File: src/rtl/morph_kernel_ctrl_if.sv
// Coefficient load stream into morph_kernel_ctrl.
// The master drives beats and the slave returns tready.
interface morph_kernel_ctrl_if #(
    parameter int unsigned KERNEL_DATA_WIDTH = 8
);
    logic signed [KERNEL_DATA_WIDTH-1:0] cfg_tdata;
    logic                                cfg_tvalid;
    logic                                cfg_tlast;
    logic                                cfg_tready;

    modport master (
        output cfg_tdata,
        output cfg_tvalid,
        output cfg_tlast,
        input  cfg_tready
    );

    modport slave (
        input  cfg_tdata,
        input  cfg_tvalid,
        input  cfg_tlast,
        output cfg_tready
    );
endinterface

File: src/rtl/morph_kernel_ctrl.sv
// Double-buffered kernel coefficient store shared by the erode and dilate cores.
// Loads fill the shadow bank, and the banks swap only once both cores are idle.
module morph_kernel_ctrl #(
    parameter int unsigned KERNEL_WIDTH      = 71,
    parameter int unsigned KERNEL_DATA_WIDTH = 8,
    localparam int unsigned AW = (KERNEL_WIDTH > 1) ? $clog2(KERNEL_WIDTH) : 1
) (
    input  logic                                clk,
    input  logic                                reset,
    morph_kernel_ctrl_if.slave                  cfg,
    input  logic                                busy_erode,
    input  logic                                busy_dilate,
    output logic                                core_hold,
    input  logic [AW-1:0]                       ero_lut_address,
    input  logic [AW-1:0]                       dil_lut_address,
    output logic signed [KERNEL_DATA_WIDTH-1:0] ero_lut_data,
    output logic signed [KERNEL_DATA_WIDTH-1:0] dil_lut_data,
    output logic                                bank_sel,
    output logic                                swap_done,
    output logic                                cfg_error
);
    typedef enum logic [1:0] {StLoad, StWaitIdle, StSwap} state_e;

    localparam logic [AW-1:0] IdxLast = AW'(KERNEL_WIDTH - 1);
    localparam logic [AW:0]   KwExt   = (AW + 1)'(KERNEL_WIDTH);

    state_e        state_q, state_d;
    logic [AW-1:0] wr_idx_q, wr_idx_d;
    logic          bank_sel_q, bank_sel_d;
    logic          err_q, err_d;
    logic          bank_we;
    logic          swap_pulse;

    logic signed [KERNEL_DATA_WIDTH-1:0] bank_q [2][KERNEL_WIDTH];

    always_comb begin
        state_d        = state_q;
        wr_idx_d       = wr_idx_q;
        bank_sel_d     = bank_sel_q;
        err_d          = err_q;
        bank_we        = 1'b0;
        swap_pulse     = 1'b0;
        cfg.cfg_tready = 1'b0;
        core_hold      = 1'b0;
        unique case (state_q)
            StLoad: begin
                cfg.cfg_tready = 1'b1;
                if (cfg.cfg_tvalid) begin
                    bank_we = 1'b1;
                    if (wr_idx_q == IdxLast && cfg.cfg_tlast) begin
                        wr_idx_d = '0;
                        state_d  = StWaitIdle;
                    end else if (wr_idx_q == IdxLast || cfg.cfg_tlast) begin
                        // Misframed load: restart at index 0, shadow bank stays unpublished.
                        wr_idx_d = '0;
                        err_d    = 1'b1;
                    end else begin
                        wr_idx_d = wr_idx_q + AW'(1);
                    end
                end
            end
            StWaitIdle: begin
                core_hold = 1'b1;
                if (!busy_erode && !busy_dilate) begin
                    state_d = StSwap;
                end
            end
            StSwap: begin
                core_hold  = 1'b1;
                swap_pulse = 1'b1;
                bank_sel_d = ~bank_sel_q;
                err_d      = 1'b0;
                state_d    = StLoad;
            end
            default: state_d = StLoad;
        endcase
    end

    always_ff @(posedge clk) begin
        if (reset) begin
            state_q    <= StLoad;
            wr_idx_q   <= '0;
            bank_sel_q <= 1'b0;
            err_q      <= 1'b0;
        end else begin
            state_q    <= state_d;
            wr_idx_q   <= wr_idx_d;
            bank_sel_q <= bank_sel_d;
            err_q      <= err_d;
        end
    end

    always_ff @(posedge clk) begin
        if (reset) begin
            for (int b = 0; b < 2; b++) begin
                for (int i = 0; i < int'(KERNEL_WIDTH); i++) begin
                    bank_q[b][i] <= '0;
                end
            end
        end else if (bank_we) begin
            bank_q[~bank_sel_q][wr_idx_q] <= cfg.cfg_tdata;
        end
    end

    always_comb begin
        ero_lut_data = '0;
        dil_lut_data = '0;
        if ({1'b0, ero_lut_address} < KwExt) begin
            ero_lut_data = bank_q[bank_sel_q][ero_lut_address];
        end
        if ({1'b0, dil_lut_address} < KwExt) begin
            dil_lut_data = bank_q[bank_sel_q][dil_lut_address];
        end
    end

    // A swap caught by a synchronous reset never reports completion.
    assign swap_done = swap_pulse & ~reset;
    assign bank_sel  = bank_sel_q;
    assign cfg_error = err_q;
endmodule

File: src/flat_wrapper.sv
// flat-port wrapper written by rule: the top's interface ports become plain ports
module morph_kernel_ctrl_flat 
#(
    parameter int unsigned KERNEL_WIDTH      = 71,
    parameter int unsigned KERNEL_DATA_WIDTH = 8,
    localparam int unsigned AW = (KERNEL_WIDTH > 1) ? $clog2(KERNEL_WIDTH) : 1
)
  (clk, reset, busy_erode, busy_dilate, core_hold, ero_lut_address, dil_lut_address, ero_lut_data, dil_lut_data, bank_sel, swap_done, cfg_error, cfg_cfg_tdata, cfg_cfg_tvalid, cfg_cfg_tlast, cfg_cfg_tready);
  morph_kernel_ctrl_if #(.KERNEL_DATA_WIDTH(KERNEL_DATA_WIDTH)) cfg_i ();
  input  logic clk;
  input  logic reset;
  input  logic busy_erode;
  input  logic busy_dilate;
  output logic core_hold;
  input  logic [AW-1:0] ero_lut_address;
  input  logic [AW-1:0] dil_lut_address;
  output logic signed [KERNEL_DATA_WIDTH-1:0] ero_lut_data;
  output logic signed [KERNEL_DATA_WIDTH-1:0] dil_lut_data;
  output logic bank_sel;
  output logic swap_done;
  output logic cfg_error;
  input wire logic [$bits(cfg_i.cfg_tdata)-1:0] cfg_cfg_tdata;
  input wire logic [$bits(cfg_i.cfg_tvalid)-1:0] cfg_cfg_tvalid;
  input wire logic [$bits(cfg_i.cfg_tlast)-1:0] cfg_cfg_tlast;
  output wire logic [$bits(cfg_i.cfg_tready)-1:0] cfg_cfg_tready;
  assign cfg_i.cfg_tdata = cfg_cfg_tdata;
  assign cfg_i.cfg_tvalid = cfg_cfg_tvalid;
  assign cfg_i.cfg_tlast = cfg_cfg_tlast;
  assign cfg_cfg_tready = cfg_i.cfg_tready;
  morph_kernel_ctrl #(.KERNEL_WIDTH(KERNEL_WIDTH), .KERNEL_DATA_WIDTH(KERNEL_DATA_WIDTH)) u_core (.clk(clk), .reset(reset), .cfg(cfg_i), .busy_erode(busy_erode), .busy_dilate(busy_dilate), .core_hold(core_hold), .ero_lut_address(ero_lut_address), .dil_lut_address(dil_lut_address), .ero_lut_data(ero_lut_data), .dil_lut_data(dil_lut_data), .bank_sel(bank_sel), .swap_done(swap_done), .cfg_error(cfg_error));
endmodule
File: config.mk
export PLATFORM = sky130hd
export DESIGN_NAME = morph_kernel_ctrl_flat
export DESIGN_NICKNAME = d
export VERILOG_FILES = /design/src/rtl/morph_kernel_ctrl_if.sv /design/src/rtl/morph_kernel_ctrl.sv /design/src/flat_wrapper.sv
export SDC_FILE = /design/constraint.sdc
export NUM_CORES = 2
export LEC_CHECK = 0
export CAP_MARGIN = 20
export CORE_MARGIN = 2
export CORE_UTILIZATION = 30
export DETAILED_ROUTE_END_ITERATION = 16
export GPL_ROUTABILITY_DRIVEN = 0
export PLACE_DENSITY_LB_ADDON = 0.15
export SETUP_SLACK_MARGIN = 0.4
export SLEW_MARGIN = 5
export SYNTH_ARGS = -nofsm -noshare
export SYNTH_HDL_FRONTEND = slang
export SYNTH_SLANG_ARGS = --single-unit
File: constraint.sdc
create_clock -name clk -period 4.06 [get_ports clk]
set_input_delay 0.812 -clock clk [delete_from_list [all_inputs] [get_ports clk]]
set_output_delay 0.812 -clock clk [all_outputs]
set_load 0.05 [all_outputs]
==> out/results.txt <==
Leakage power figure: 25.32 nW. The first global-routing pass estimated 357700 um of wire. The clock net sink count came out at 1148.

The number of antenna violations at the first check in global routing is 14, and the synthesized flop and latch total is 1148. The initial core utilization is 30.23%. The cell total after placement was 6686. The first detailed-routing pass took 5 iterations.

Of the synthesized area, sequential elements account for 59.01%. The data required time at the worst endpoint came out at 3.25 ns. After the flow finishes, the layout carries non-filler instances totaling 7009.

Measured along the y axis, the die boundary spans 444.5 um. The count of nets left with antenna violations once routing finished came out at 0. The run finished, with violations left. The final reports fail on setup timing. Synthesis produced a netlist whose cell count is 3704.

In this run, the number of DRC markers left after iteration 0 of detailed routing was 5632. Prior to clock tree synthesis, the placed netlist has a worst setup slack of -0.6324 ns. For this run, the total global-route usage over all layers was measured as 26.45%.

For the final routed database, the setup TNS stands at -10.20 ns. The tools report the vias after detailed routing as 41340. The tool flagged a number of max-cap violations equal to 0.

Setup violations remaining at the end of the flow were counted as 16. In the synthesized netlist the dominant register cell turns out to be sky130_fd_sc_hd__edfxtp_1. In the synthesized netlist the async set-or-reset flop fraction comes to 0%. The Yosys step of the flow raised 0 warnings. After floorplanning, the core was divided into 161 placement rows.

The buffer depth of the longest clock path came out at 3. On the final layout, the worst hold slack is 0.3237 ns. Normalized max-slew margin: 29.98%.

The tools report the count of final max-slew check failures as 0. Slack of the worst reg-to-reg path: 0.58 ns. Counting every net in the synthesized netlist gives 3738. Timing would allow up to 0.2046 GHz.

TritonCTS built the clock tree. The cell sitting at the root of the clock tree is a sky130_fd_sc_hd__clkbuf_16. The category of the worst setup path capture point was an output port. Using the TritonRoute via totals, the vias-per-cell ratio works out to 5.898. The tools report the number of global-route vias before repair as 41100.

Total routed wirelength: 264500 um. Along the worst path, the maximum fanout reaches 7. The layout cell share with drive strength beyond 1 is 40.35%, and the mean instance size in the synthesized netlist is 15.72 sq um. For this design, the CTS-stage hold fixing added 0 buffers. For the slack of the critical path, the log shows -0.8288 ns. The number of distinct standard cells referenced by the synthesized netlist is 83, and the power per cell area is 397.3 nW/um^2. The post-detailed-route wirelength per cell was 37.74 um. The share of the cycle needed by the critical path after routing came out at 120.4%.

The startpoint of the worst register-to-register path is u_core.wr_idx_q[6]$_SDFFE_PP0N_. The x dimension of the die was 444.5 um. Summing every instance area after synthesis gives 58210 sq um. The pin count of the biggest net entering global routing came out at 80.

In the layout the commonest cells are sky130_fd_sc_hd__edfxtp_1, sky130_fd_sc_hd__buf_4, sky130_fd_sc_hd__mux4_2. The slew at the pin closest to its max-slew limit works out to 1.049 ns. The type of the worst setup path is reg -> out. Across the VDD grid, the largest voltage drop is 0.3898 mV. The startpoint identified for the worst hold timing path is reset. The finished cells cover 73930 sq um.

The area growth from synthesis to final layout was 27.00%. The count of buffers added on input and output ports is 48. The tools report the HPWL reported at the end of detailed placement as 192500 um.

Data on the critical path arrives at its endpoint at 4.08 ns. The routed design could run at a clock period as short as 4.889 ns. Leading cell type in the layout, fill and taps excluded: sky130_fd_sc_hd__edfxtp_1. The clock buffer count from CTS came out at 139. After detailed placement, the total cell area comes to 67680 sq um.

The tools report the die footprint as 197600 sq um. The worst min-delay path category was in -> reg. Clock edge transition at the registers on the reported setup and hold paths: 0.06 ns.

The layout net count is 4414, and the count of flip-flops with a built-in enable after synthesis is 1136. The count of final hold-check violations was 0. The core region is 192600 sq um. The startpoint type of the worst setup path was a flip-flop. The H-tree depth was 4. For this run, design rule violations remaining after detail routing come to 0.

Setup repair after global routing could not meet its margin everywhere. Pin placement for this block handled 49 I/O pins. The clock tree skew after final layout was 0.02884 ns.

The later-pin clock latency in the skew report was 0.79 ns; the total congestion overflow after global routing was 0.
[cell families (layout without fill, tap and decap cells)]
group | Yosys count | after routing | synth area share [%]
compound gates | 530 | 530 | 6.702
xor+xnor | 8 | 8 | 0.1204
fa+ha+maj | 6 | 6 | 0.1290
buf+inv | 363 | 1137 | 3.091
flops | 1148 | 1148 | 59.01
mux | 633 | 633 | 22.60
other cells | 0 | 5 | 0
simple gates | 1016 | 1016 | 8.346
[through the flow]
| stage | power (mW) | util [%] |
|---|---|---|
| floorplan | 15.43 | - |
| global placement | 17.30 | 35.15 |
| detailed placement | 17.31 | 35.15 |
| CTS | 29.49 | 38.14 |
| global route | 30.11 | 38.38 |
| finish | 29.37 | 38.39 |
[Yosys cell counts, types with 13 or more instances]
cell / number / area [sq um]
sky130_fd_sc_hd__buf_2: 101 / 505.5
sky130_fd_sc_hd__nand4_1: 29 / 181.4
sky130_fd_sc_hd__o22ai_1: 22 / 137.6
sky130_fd_sc_hd__mux2_2: 21 / 236.5
sky130_fd_sc_hd__o211ai_1: 18 / 135.1
sky130_fd_sc_hd__a221oi_1: 21 / 183.9
sky130_fd_sc_hd__nor2_1: 518 / 1944
sky130_fd_sc_hd__nand2_1: 147 / 551.8
sky130_fd_sc_hd__mux4_2: 543 / 12230
sky130_fd_sc_hd__buf_6: 20 / 225.2
sky130_fd_sc_hd__and4_1: 64 / 560.5
sky130_fd_sc_hd__nor3_1: 33 / 165.2
sky130_fd_sc_hd__and3_1: 59 / 369.1
sky130_fd_sc_hd__edfxtp_1: 1136 / 34110
sky130_fd_sc_hd__a22oi_1: 132 / 991.0
sky130_fd_sc_hd__o21bai_1: 76 / 570.6
sky130_fd_sc_hd__and2_1: 48 / 300.3
sky130_fd_sc_hd__nor4_1: 19 / 118.9
sky130_fd_sc_hd__buf_4: 42 / 315.3
sky130_fd_sc_hd__nand3_1: 30 / 150.1
sky130_fd_sc_hd__a21oi_1: 55 / 275.3
sky130_fd_sc_hd__mux2i_1: 69 / 690.7
sky130_fd_sc_hd__nand2b_1: 13 / 81.33
sky130_fd_sc_hd__a22o_1: 24 / 210.2
sky130_fd_sc_hd__a31oi_1: 17 / 106.4
sky130_fd_sc_hd__o21ai_0: 31 / 155.2
sky130_fd_sc_hd__a21o_1: 58 / 435.4
sky130_fd_sc_hd__clkbuf_1: 173 / 649.4
sky130_fd_sc_hd__nor2b_1: 18 / 112.6
[routing by layer]
metal	global-route usage [%]	vias to the layer above	part of all wire, %
li1	-	16510	-
met1	34.99	22260	40
met2	42.64	2114	47
met3	4.336	459	7.3
met4	12.15	0	5.3
met5	0	-	0
[state kept, by name, summed over array words and instances, names as in the netlist, named ones only]
signal / cells
u_core.state_q: 2
u_core.wr_idx_q: 7
u_core.bank_q: 1136
u_core.cfg_error: 1
u_core.bank_sel: 1
[worst max-delay path, stage by stage (launching register included)]
cell and delay (ns):
sky130_fd_sc_hd__dfxtp_4 0.39, sky130_fd_sc_hd__buf_12 0.17, sky130_fd_sc_hd__buf_4 0.19, sky130_fd_sc_hd__buf_4 0.22, sky130_fd_sc_hd__mux4_2 0.51, sky130_fd_sc_hd__o21ai_0 0.46, sky130_fd_sc_hd__o21ai_0 0.19, sky130_fd_sc_hd__a21oi_1 0.20
sky130_fd_sc_hd__or4b_2 0.17, sky130_fd_sc_hd__nand4b_1 0.34, sky130_fd_sc_hd__buf_4 0.28, sky130_fd_sc_hd__buf_8 0.14
[final timing paths]
kind	endpoint	cells after the start
hold / removal	u_core.state_q[0]$_SDFFE_PP0P_	2
setup reg to reg	u_core.bank_q[0][272]$_SDFFCE_PN0P_	11
setup / recovery	dil_lut_data[2]	11
hold reg to reg	u_core.cfg_error$_SDFFE_PP0P_	2
[final cells by class]
type | instances | area, sq um
Clock inverter | 77 | 681.9
Sequential cell | 1148 | 34360
Tap cell | 2526 | 3161
Inverter | 13 | 51.30
Clock buffer | 162 | 3607
Timing Repair Buffer | 885 | 8990
Fill cell | 18140 | 118600
Antenna cell | 5 | 12.51
Multi-Input combinational cell | 2193 | 23070
[power breakdown]
part	total (mW)	switching, mW	internal, mW
logic	3.36	2.01	1.35
clock network	12.1	5.16	6.97
registers	13.9	0.284	13.6
[what timing repair did]
action,in CTS,in global routing
pin swaps,42,38
setup endpoints to repair,16,35
endpoints found under the hold margin,0,0
gates resized for setup,177,57
setup buffers,53,20
cloned,5,1
(Power assumes the default switching activity.)
